### src/rtl/icache_assoc.sv
// Set-associative instruction cache with round-robin replacement, single-cycle
// flush and saturating hit/miss counters. Lookups resolve in the same cycle.
module icache_assoc #(
  parameter int WAYS      = 2,
  parameter int SET_BITS  = 5,
  parameter int CNT_WIDTH = 32
) (
  input  logic                 clk_in,
  input  logic                 rst_in,
  input  logic                 rdy_in,
  input  logic                 icache_get_ready,
  input  logic [31:0]          icache_get_addr,
  output logic                 hit,
  output logic [31:0]          icache_get_inst,
  output logic                 icache_get_is_c,
  input  logic                 wr_ready,
  input  logic                 wr_is_c,
  input  logic [31:0]          wr_addr,
  input  logic [31:0]          wr_inst,
  input  logic                 flush,
  output logic [CNT_WIDTH-1:0] hit_cnt,
  output logic [CNT_WIDTH-1:0] miss_cnt
);

  localparam int SETS  = 1 << SET_BITS;
  localparam int TAG_W = 31 - SET_BITS;
  localparam int PTR_W = (WAYS > 1) ? $clog2(WAYS) : 1;

  logic [WAYS-1:0]  valid_q  [SETS];
  logic [PTR_W-1:0] ptr_q    [SETS];
  logic [TAG_W-1:0] tag_mem  [SETS][WAYS];
  logic [31:0]      data_mem [SETS][WAYS];
  logic             isc_mem  [SETS][WAYS];

  logic [SET_BITS-1:0] rd_idx, wr_idx;
  logic [TAG_W-1:0]    rd_tag, wr_tag;

  assign rd_idx = icache_get_addr[SET_BITS:1];
  assign rd_tag = icache_get_addr[31:SET_BITS+1];
  assign wr_idx = wr_addr[SET_BITS:1];
  assign wr_tag = wr_addr[31:SET_BITS+1];

  // Bit 0 of both addresses is below half-word granularity.
  logic unused_addr_bits;
  assign unused_addr_bits = icache_get_addr[0] ^ wr_addr[0];

  // Lookup: descending scan so the lowest matching way wins.
  logic             rd_found;
  logic [PTR_W-1:0] rd_way;

  // NOTE: every always_comb output gets a default before any branch, so no latch can be inferred.
  always_comb begin
    rd_found = 1'b0;
    rd_way   = '0;
    for (int w = WAYS - 1; w >= 0; w--) begin
      if (valid_q[rd_idx][w] && (tag_mem[rd_idx][w] == rd_tag)) begin
        rd_found = 1'b1;
        rd_way   = PTR_W'(w);
      end
    end
  end

  assign hit             = icache_get_ready && rd_found;
  assign icache_get_inst = hit ? data_mem[rd_idx][rd_way] : 32'h0;
  assign icache_get_is_c = hit ? isc_mem[rd_idx][rd_way] : 1'b0;

  // Fill target: matching way, else lowest free way, else the round-robin victim.
  logic             match_found, free_found, fill_advance;
  logic [PTR_W-1:0] match_way, free_way, wr_way, ptr_next;

  always_comb begin
    match_found = 1'b0;
    match_way   = '0;
    free_found  = 1'b0;
    free_way    = '0;
    for (int w = WAYS - 1; w >= 0; w--) begin
      if (valid_q[wr_idx][w] && (tag_mem[wr_idx][w] == wr_tag)) begin
        match_found = 1'b1;
        match_way   = PTR_W'(w);
      end
      if (!valid_q[wr_idx][w]) begin
        free_found = 1'b1;
        free_way   = PTR_W'(w);
      end
    end
    fill_advance = !match_found && !free_found;
    wr_way       = match_found ? match_way : (free_found ? free_way : ptr_q[wr_idx]);
    ptr_next     = (ptr_q[wr_idx] == PTR_W'(WAYS - 1)) ? '0 : ptr_q[wr_idx] + 1'b1;
  end

  logic fill_en, count_en;
  assign fill_en  = rdy_in && wr_ready && !flush;
  assign count_en = rdy_in && icache_get_ready && !flush;

  // NOTE: sequential state uses non-blocking assignments only, so every reader sees pre-edge values.
  always_ff @(posedge clk_in) begin
    if (!rst_in) begin
      for (int s = 0; s < SETS; s++) begin
        valid_q[s] <= '0;
        ptr_q[s]   <= '0;
      end
      hit_cnt  <= '0;
      miss_cnt <= '0;
    end else if (rdy_in) begin
      if (flush) begin
        for (int s = 0; s < SETS; s++) begin
          valid_q[s] <= '0;
          ptr_q[s]   <= '0;
        end
      end else if (wr_ready) begin
        valid_q[wr_idx][wr_way] <= 1'b1;
        if (fill_advance) ptr_q[wr_idx] <= ptr_next;
      end
      if (count_en) begin
        if (hit) begin
          if (hit_cnt != '1) hit_cnt <= hit_cnt + 1'b1;
        end else begin
          if (miss_cnt != '1) miss_cnt <= miss_cnt + 1'b1;
        end
      end
    end
  end

  // NOTE: tag/data arrays carry no reset; a line is only ever read through its valid bit.
  always_ff @(posedge clk_in) begin
    if (rst_in && fill_en) begin
      tag_mem[wr_idx][wr_way]  <= wr_tag;
      data_mem[wr_idx][wr_way] <= wr_inst;
      isc_mem[wr_idx][wr_way]  <= wr_is_c;
    end
  end

endmodule
### config.mk
export PLATFORM = sky130hd
export DESIGN_NAME = icache_assoc
export DESIGN_NICKNAME = d
export VERILOG_FILES = /design/src/rtl/icache_assoc.sv
export SDC_FILE = /design/constraint.sdc
export NUM_CORES = 2
export LEC_CHECK = 0
export CORE_MARGIN = 3
export CORE_UTILIZATION = 45
export CTS_CLUSTER_SIZE = 16
export DETAILED_ROUTE_END_ITERATION = 10
export REMOVE_ABC_BUFFERS = 1
export SKIP_LAST_GASP = 1
export SYNTH_ARGS = -nofsm -noshare
export SYNTH_HDL_FRONTEND = slang
export SYNTH_SLANG_ARGS = --single-unit
### constraint.sdc
create_clock -name clk_in -period 11.2 [get_ports clk_in]
set_clock_uncertainty 0.1 [all_clocks]
set_input_delay 3.36 -clock clk_in [delete_from_list [all_inputs] [get_ports clk_in]]
set_output_delay 3.36 -clock clk_in [all_outputs]
set_load 0.05 [all_outputs]
# After elaboration in Yosys (flattened, before gate mapping)
# Memory sizes are Yosys's and may differ from the RTL's.
# Index checks and enable logic that the tools add are counted.
[op_classes] n_lt_le_gt_ge=5 reduce_logical=20 n_addsub=3 muxes=118 n_bitwise=67 eq_ne=6
[op_table] op="$mux 32" n=5
[op_table] op="$eq 26x26->1" n=4
[op_table] op="$mux 2" n=36
[op_table] op="$mux 1" n=68
[op_table] op="$add 32x1->32 const B" n=2
[op_table] op="$mux 64" n=1
[op_table] op="$ne 32x32->1 const B" n=2
[op_table] op="$or 1x1->1" n=64
[op_table] op="$mux 52" n=1
[op_table] op="$demux 32 s1" n=1
[op_table] op="$demux 26 s1" n=1
[op_table] op="$mux 26" n=1
[op_table] op="$logic_and 1x1->1" n=13
[op_table] op="$mux 5" n=2
[op_table] op="$reduce_and 4->1" n=2
[op_table] op="$ge 2x2->1 const B" n=2
[op_table] op="$not 1->2" n=2
[op_table] op="$logic_not 1->1" n=3
[op_table] op="$demux 1 s1" n=2
[op_table] op="$lt 1x2->1 const B" n=1
[op_table] op="$lt 2x1->1 const B" n=1
[op_table] op="$reduce_or 2->1" n=1
[op_table] op="$add 1x1->1 const B" n=1
[op_table] op="$ge 1x1->1 const B" n=1
[op_table] op="2 further kinds" n=2
[word_totals] register_bits=64 inputBits=103 output_inout_bits=98 n_memories=5 ram_bits=3872 word_cells=226
[memory_table] memory="data_mem" words=32 word_bits=64 read_ports=1 rd_clocked_by_memory_dff=0 write_ports=1 line="32" text="logic [31:0] data_mem [SETS][WAYS];"
[memory_table] memory="tag_mem" words=32 word_bits=52 read_ports=2 rd_clocked_by_memory_dff=0 write_ports=1 line="31" text="logic [TAG_W-1:0] tag_mem [SETS][WAYS];"
[memory_table] memory="isc_mem" words=32 word_bits=2 read_ports=1 rd_clocked_by_memory_dff=0 write_ports=1 line="33" text="logic isc_mem [SETS][WAYS];"
[memory_table] memory="valid_q" words=32 word_bits=2 read_ports=2 rd_clocked_by_memory_dff=0 write_ports=32 line="29" text="logic [WAYS-1:0] valid_q [SETS];"
[memory_table] memory="ptr_q" words=32 word_bits=1 read_ports=1 rd_clocked_by_memory_dff=0 write_ports=32 line="30" text="logic [PTR_W-1:0] ptr_q [SETS];"

# Logic depth before layout (Yosys ltp)
# An unclocked memory read counts as a cell.
[depth] depth_word=15 mapped_depth=19

# Worst setup path before layout
# OpenSTA, ideal clock, no wires.
[synth_path] kind="input to output" from="input icache_get_addr[1]" to="output icache_get_inst[22]" path_stages=16 n_path_buf=7 t_required_ns=7.740 t_arrival_ns=7.018 path_slack_ns=0.722 path_cell_list="buf_2 buf_6 buf_6 buf_2 mux4_2 a221oi_1 nand3_1 xor2_1 a2111oi_0 nand4_1 o22ai_2 buf_2 and2_1 buf_2 buf_2 o21a_1"
[synth_between] elab_cells_between_ends=16 cone_classes="eq/ne (2); mux (7); bitwise (1); reduce/logical (3); memory (3)"
[synth_rtl] item="start: declaration" line="12" text="input logic [31:0] icache_get_addr,"
[synth_rtl] item="$mem_v2 32x52"
[synth_rtl] item="$eq 26x26->1" line="56" text="if (valid_q[rd_idx][w] && (tag_mem[rd_idx][w] == rd_tag)) begin"
[synth_rtl] item="$logic_and 1x1->1" line="56"
[synth_rtl] item="$mux 1" line="56"
[synth_rtl] item="$mux 1 (*)" line="56"
[synth_rtl] item="$logic_and 1x1->1 (*)" line="63" text="assign hit = icache_get_ready && rd_found;"
[synth_rtl] item="named net hit" line="13" text="output logic hit,"
[synth_rtl] item="$mux 32 (*)" line="64" text="assign icache_get_inst = hit ? data_mem[rd_idx][rd_way] : 32'h0;"
[synth_rtl] item="end: declaration" line="14" text="output logic [31:0] icache_get_inst,"
# The timed path passes the listed nets; every way through them passes the cells marked *. The select of a mux whose other input is x is not followed.

# Final worst setup path
[layout_path] from="input icache_get_addr[5]" to="output icache_get_inst[2]"
[layout_between] elab_chain_cells=10 elab_cells_between_ends=16 cone_classes="eq/ne (2); mux (7); bitwise (1); reduce/logical (3); memory (3)"
[layout_rtl] item="$mem_v2 32x52"
[layout_rtl] item="$eq 26x26->1" line="56"
[layout_rtl] item="$logic_and 1x1->1" line="56"
[layout_rtl] item="$mux 1 (2 in series)" line="56"
[layout_rtl] item="$not 1->2 (not written as such)" line="64"
[layout_rtl] item="$mux 32 (not written as such) (3 in series)" line="64"
[layout_rtl] item="$mux 32 (*)" line="64"
# Every way passes the cells marked *; elsewhere a longest branch is shown, timed or not. The select of a mux whose other input is x is not followed.

==> results.md <==
- Worst endpoint required time: 7740 ps
- Cell type with the highest occurrence count on the critical path: sky130_fd_sc_hd__buf_4
- First-pass GRT wire length: 750 mm
- Clock sink total: between 3000 and 4000
- Total vias in the final route: 92600
- Path type of the worst min-delay path: reg2reg
- Synth area leaders: sky130_fd_sc_hd__edfxtp_1 (69%), sky130_fd_sc_hd__mux4_2 (20%), sky130_fd_sc_hd__dfxtp_1 (1.8%)
- Number of fill cells: 28000
- Cts bufs inserted: approximately 410
- Most frequently used flop master after synthesis: sky130_fd_sc_hd__edfxtp_1
- Number of rows created at floorplan: 221
- Max Transition Viols Final: 0
- Yosys cell types: 74
- Vias per std cell: 6.74
- EDFF count, synth: 3791
- Total grt overflow: 0
- Initial Utilization: 45.4%
- Worst Hold End: ptr_q[16]
- HP Start: ptr_q[16]
- Peak fanout along the critical path: 20
- CP Launch Type: input port
- Buf/Inv on CP: 9
- Crit path setup slack, layout: between 30 and 40 ps
- Max-cap violations: 0
- Upper clock frequency limit: 89.6 MHz
- Critical path cell sequence: buf_4, buf_4, nor2b_1, buf_4, a22oi_1, o211ai_1, nand4_1, xnor2_1, nand4_1, buf_4, nand3b_1, nor2_2, nor3_4, buf_4, buf_12, buf_12, buf_4, a21oi_1, o21a_1, buf_12
- Clock Pin Slew Worst Setup and Hold Paths: 60 ps
- Tcrit/Tclk final: 99.7%
- Final Hold Vio Count: 0
- Clock tree from TritonCTS: built
- Critical Path End Type: output port
- Switching pwr: about 7 mW
- Number of instances in the synthesized netlist: slightly below 8000
- Count of buffers from port buffering: just under 200
- Horizontal die dimension: 612 um
- Vias in the first global route: roughly 90000
- Relative slew slack: 8.58%
- Cell depth of the worst min-delay path: 2
- Endpoint of the worst-slack reg-to-reg timing path: data_mem[11][34]
- Number of warning messages in the yosys log: 0
- Startpoint of the worst-slack reg-to-reg timing path: tag_mem[15][30]
- Detail-routed net length per standard cell: 39.6 um
- Ratio of total power to cell area: 165 nW/um^2
- Die area: between 300000 and 400000 um^2
- Hold slack: between 300 and 400 ps
- Post-Synthesis Mean Instance Area: 20.9 um^2
- Synth area leader: sky130_fd_sc_hd__edfxtp_1
- Post-synthesis sequential area ratio: between 70 and 80%
- Async set-reset flop share out of synthesis: 0%
- Die Ht: 612 um
- Share of layout cells above drive strength 1: about a third
- Setup repair after global routing missed its margin: no
- Worst path depth: 20
- Slew of the pin with the lowest slew margin: 1370 ps
- WP data arrival: 7700 ps
- Share of total power in sequential cells: between 50 and 60%
- Leakage power total: around 61 nW
- Area Growth Syn to Fin: 16.0%
- Sequential cell area: 117000 um^2
- Portion of total power attributed to the clock network: between 40% and 50%
- Final critical-path required period: 11160 ps
- Peak supply drop: roughly 0.13 mV
- H-tree lvl count: 5
- Comb pwr share: 6.3%
- Maximum buffer depth of the clock tree: 4
- Largest net degree at the start of global routing: 145
- Area share of the leading cell type in the synthesized netlist: 69.0%
- Net count, final: 8702
- Kind of cell adding the most delay to the critical path: buffers and inverters
- Worst Reg2Reg Path Length in Cells: 10
- Pre-CTS setup slack: -718 ps
- Source-to-sink clock delay at the later pin of the worst-skew pair: between 900 and 1000 ps
- Status: completed
- Final Core Density: around 53%
- Total area of multi-input combinational cells: approximately 46000 um^2
- Detailed Route WL: around 540 mm
- Setup TNS: 0 ps
- Number of nets still failing antenna checks after routing: 0
- Final Wtd Congestion: roughly 0.92
- CTS root buffer: sky130_fd_sc_hd__clkbuf_16
- Cell at the slowest stage of the critical path: sky130_fd_sc_hd__buf_4
- Number of antenna violations at the first check in global routing: 14
- Core region area: 364000 um^2
- Top Ports: 201
- Final setup violating endpoints: 0
- Number of synthesized register bits: 3936
- DRC violation count after routing: 0
- R2r setup slk: between 5000 and 6000 ps
- Critical path start-end classification: in2out
- First drt pass iteration count: 8
- Biggest cell delay along the critical path: 430 ps
- Internal power of the cells: 24.5 mW
- Detailed Route Iter0 Violations: around 14000
- Post-DP HPWL: 315 mm
- Sw frac: 22.2%
- Total Routing Usage GR: 28.9%
- Cell area after synthesis: 165000 um^2
metrics by stage:
step | power (mW) | cell area, um^2 | std cells
global route | 32.3 | 191000 | 13700
detailed placement | 18.4 | 178000 | 13000
finish | 31.5 | 191000 | 13700
CTS | 31.6 | 191000 | 13700
global placement | 18.4 | 178000 | 13000
floorplan | 17.3 | 163000 | 7369
power groups by stage:
stage	Combinational (mW)	Clock [mW]	Sequential, mW
finish	1.99	13.4	16.2
global route	2.07	14.1	16.1
CTS	1.96	13.5	16.1
detailed placement	1.94	0	16.5
global placement	1.92	0	16.5
floorplan	0.839	0	16.5
synthesized netlist by cell type (35+ instances only):
master,instances
sky130_fd_sc_hd__a22oi_1,311
sky130_fd_sc_hd__mux4_2,1436
sky130_fd_sc_hd__o21a_1,35
sky130_fd_sc_hd__nor4_1,36
sky130_fd_sc_hd__edfxtp_1,3791
sky130_fd_sc_hd__buf_2,179
sky130_fd_sc_hd__nor2_1,139
sky130_fd_sc_hd__mux2i_1,256
sky130_fd_sc_hd__dfxtp_1,145
sky130_fd_sc_hd__nand3_1,99
sky130_fd_sc_hd__a21oi_1,77
sky130_fd_sc_hd__xor2_1,71
sky130_fd_sc_hd__a21o_1,64
sky130_fd_sc_hd__xnor2_1,51
sky130_fd_sc_hd__nand4_1,83
sky130_fd_sc_hd__clkbuf_1,205
sky130_fd_sc_hd__o22ai_1,53
sky130_fd_sc_hd__buf_1,108
sky130_fd_sc_hd__nand2_1,299
kinds of logic after synthesis:
logic type                 share of synthesized area [%]
AOI/OAI and AO/OA                                   3.22
xor gates and xnor gates                           0.648
buffers and inverters                               1.56
and+or+nand+nor                                     2.53
muxes                                               21.3
adders and majority gates                         0.0152
DFF                                                 70.8
sequential cells by signal, summed over array words and instances (netlist names):
name,cells
data_mem,2048
ptr_q,32
tag_mem,1664
hit_cnt,32
valid_q,64
miss_cnt,32
isc_mem,64
layout by cell type (no fill, tap or decap), drive strengths merged, types with 24 or more instances in the layout:
master / n
edfxtp: 3791
mux4: 1436
buf: 716
clkbuf: 507
a22oi: 311
nand2: 300
mux2i: 256
clkinv: 183
dfxtp: 145
nor2: 139
nand3: 99
clkdlybuf4s50: 98
nand4: 83
a21oi: 77
xor2: 71
a21o: 65
o22ai: 54
xnor2: 51
nor4: 38
inv: 36
bufinv: 35
o21a: 35
nand2b: 34
a21boi: 33
and3: 25
nor3: 24
final cells by class:
class / instances / share of cell area (%)
antenna: 12 / 0.0157
clock buffer: 505 / 5.58
clock inverter: 244 / 1.22
inverter: 21 / 0.0477
multi-input combinational: 3412 / 24.3
sequential: 3936 / 61.0
tap: 4794 / 3.14
timing repair buffer: 818 / 4.69
worst reg2reg max path, delay by kind of cell, from the launching register on:
kind / cells / cell delay [ps]
buffers and inverters: 1 / 690
AO/OA/AOI/OAI: 2 / 680
AND/OR/NAND/NOR: 5 / 2780
multiplexers: 1 / 490
flip-flops: 1 / 380
XOR/XNOR: 1 / 390
repair_timing:
item / 4_1_cts / 5_1_grt
hold buffers: 0 / 0
pin swaps: 4 / 6
gates cloned: 3 / 2
gates resized for setup: 34 / 29
buffers inserted: 2 / 14
endpoints found under the setup margin: 34 / 32
how the worst max path moves through the flow:
| stage | from | endpoint |
|---|---|---|
| 4_1_cts | icache_get_addr[1] | icache_get_inst[25] |
| 3_3_place_gp | icache_get_addr[2] | icache_get_inst[2] |
| 2_1_floorplan | icache_get_addr[5] | icache_get_inst[0] |
| 5_1_grt | icache_get_addr[1] | icache_get_inst[2] |
| 3_5_place_dp | icache_get_addr[2] | icache_get_inst[10] |
| 6_report | icache_get_addr[5] | icache_get_inst[2] |
metal layers:
layer | global-route usage [%] | part of all wire (%) | vias to the layer above
met5 | 0 | 0.0077 | -
met4 | 12.5 | 5.2 | 6
met3 | 6.85 | 11 | 1266
met2 | 44.8 | 46 | 6123
met1 | 39.3 | 38 | 49900
li1 | - | - | 35400
No activity file was read; power rests on OpenSTA's default activity.
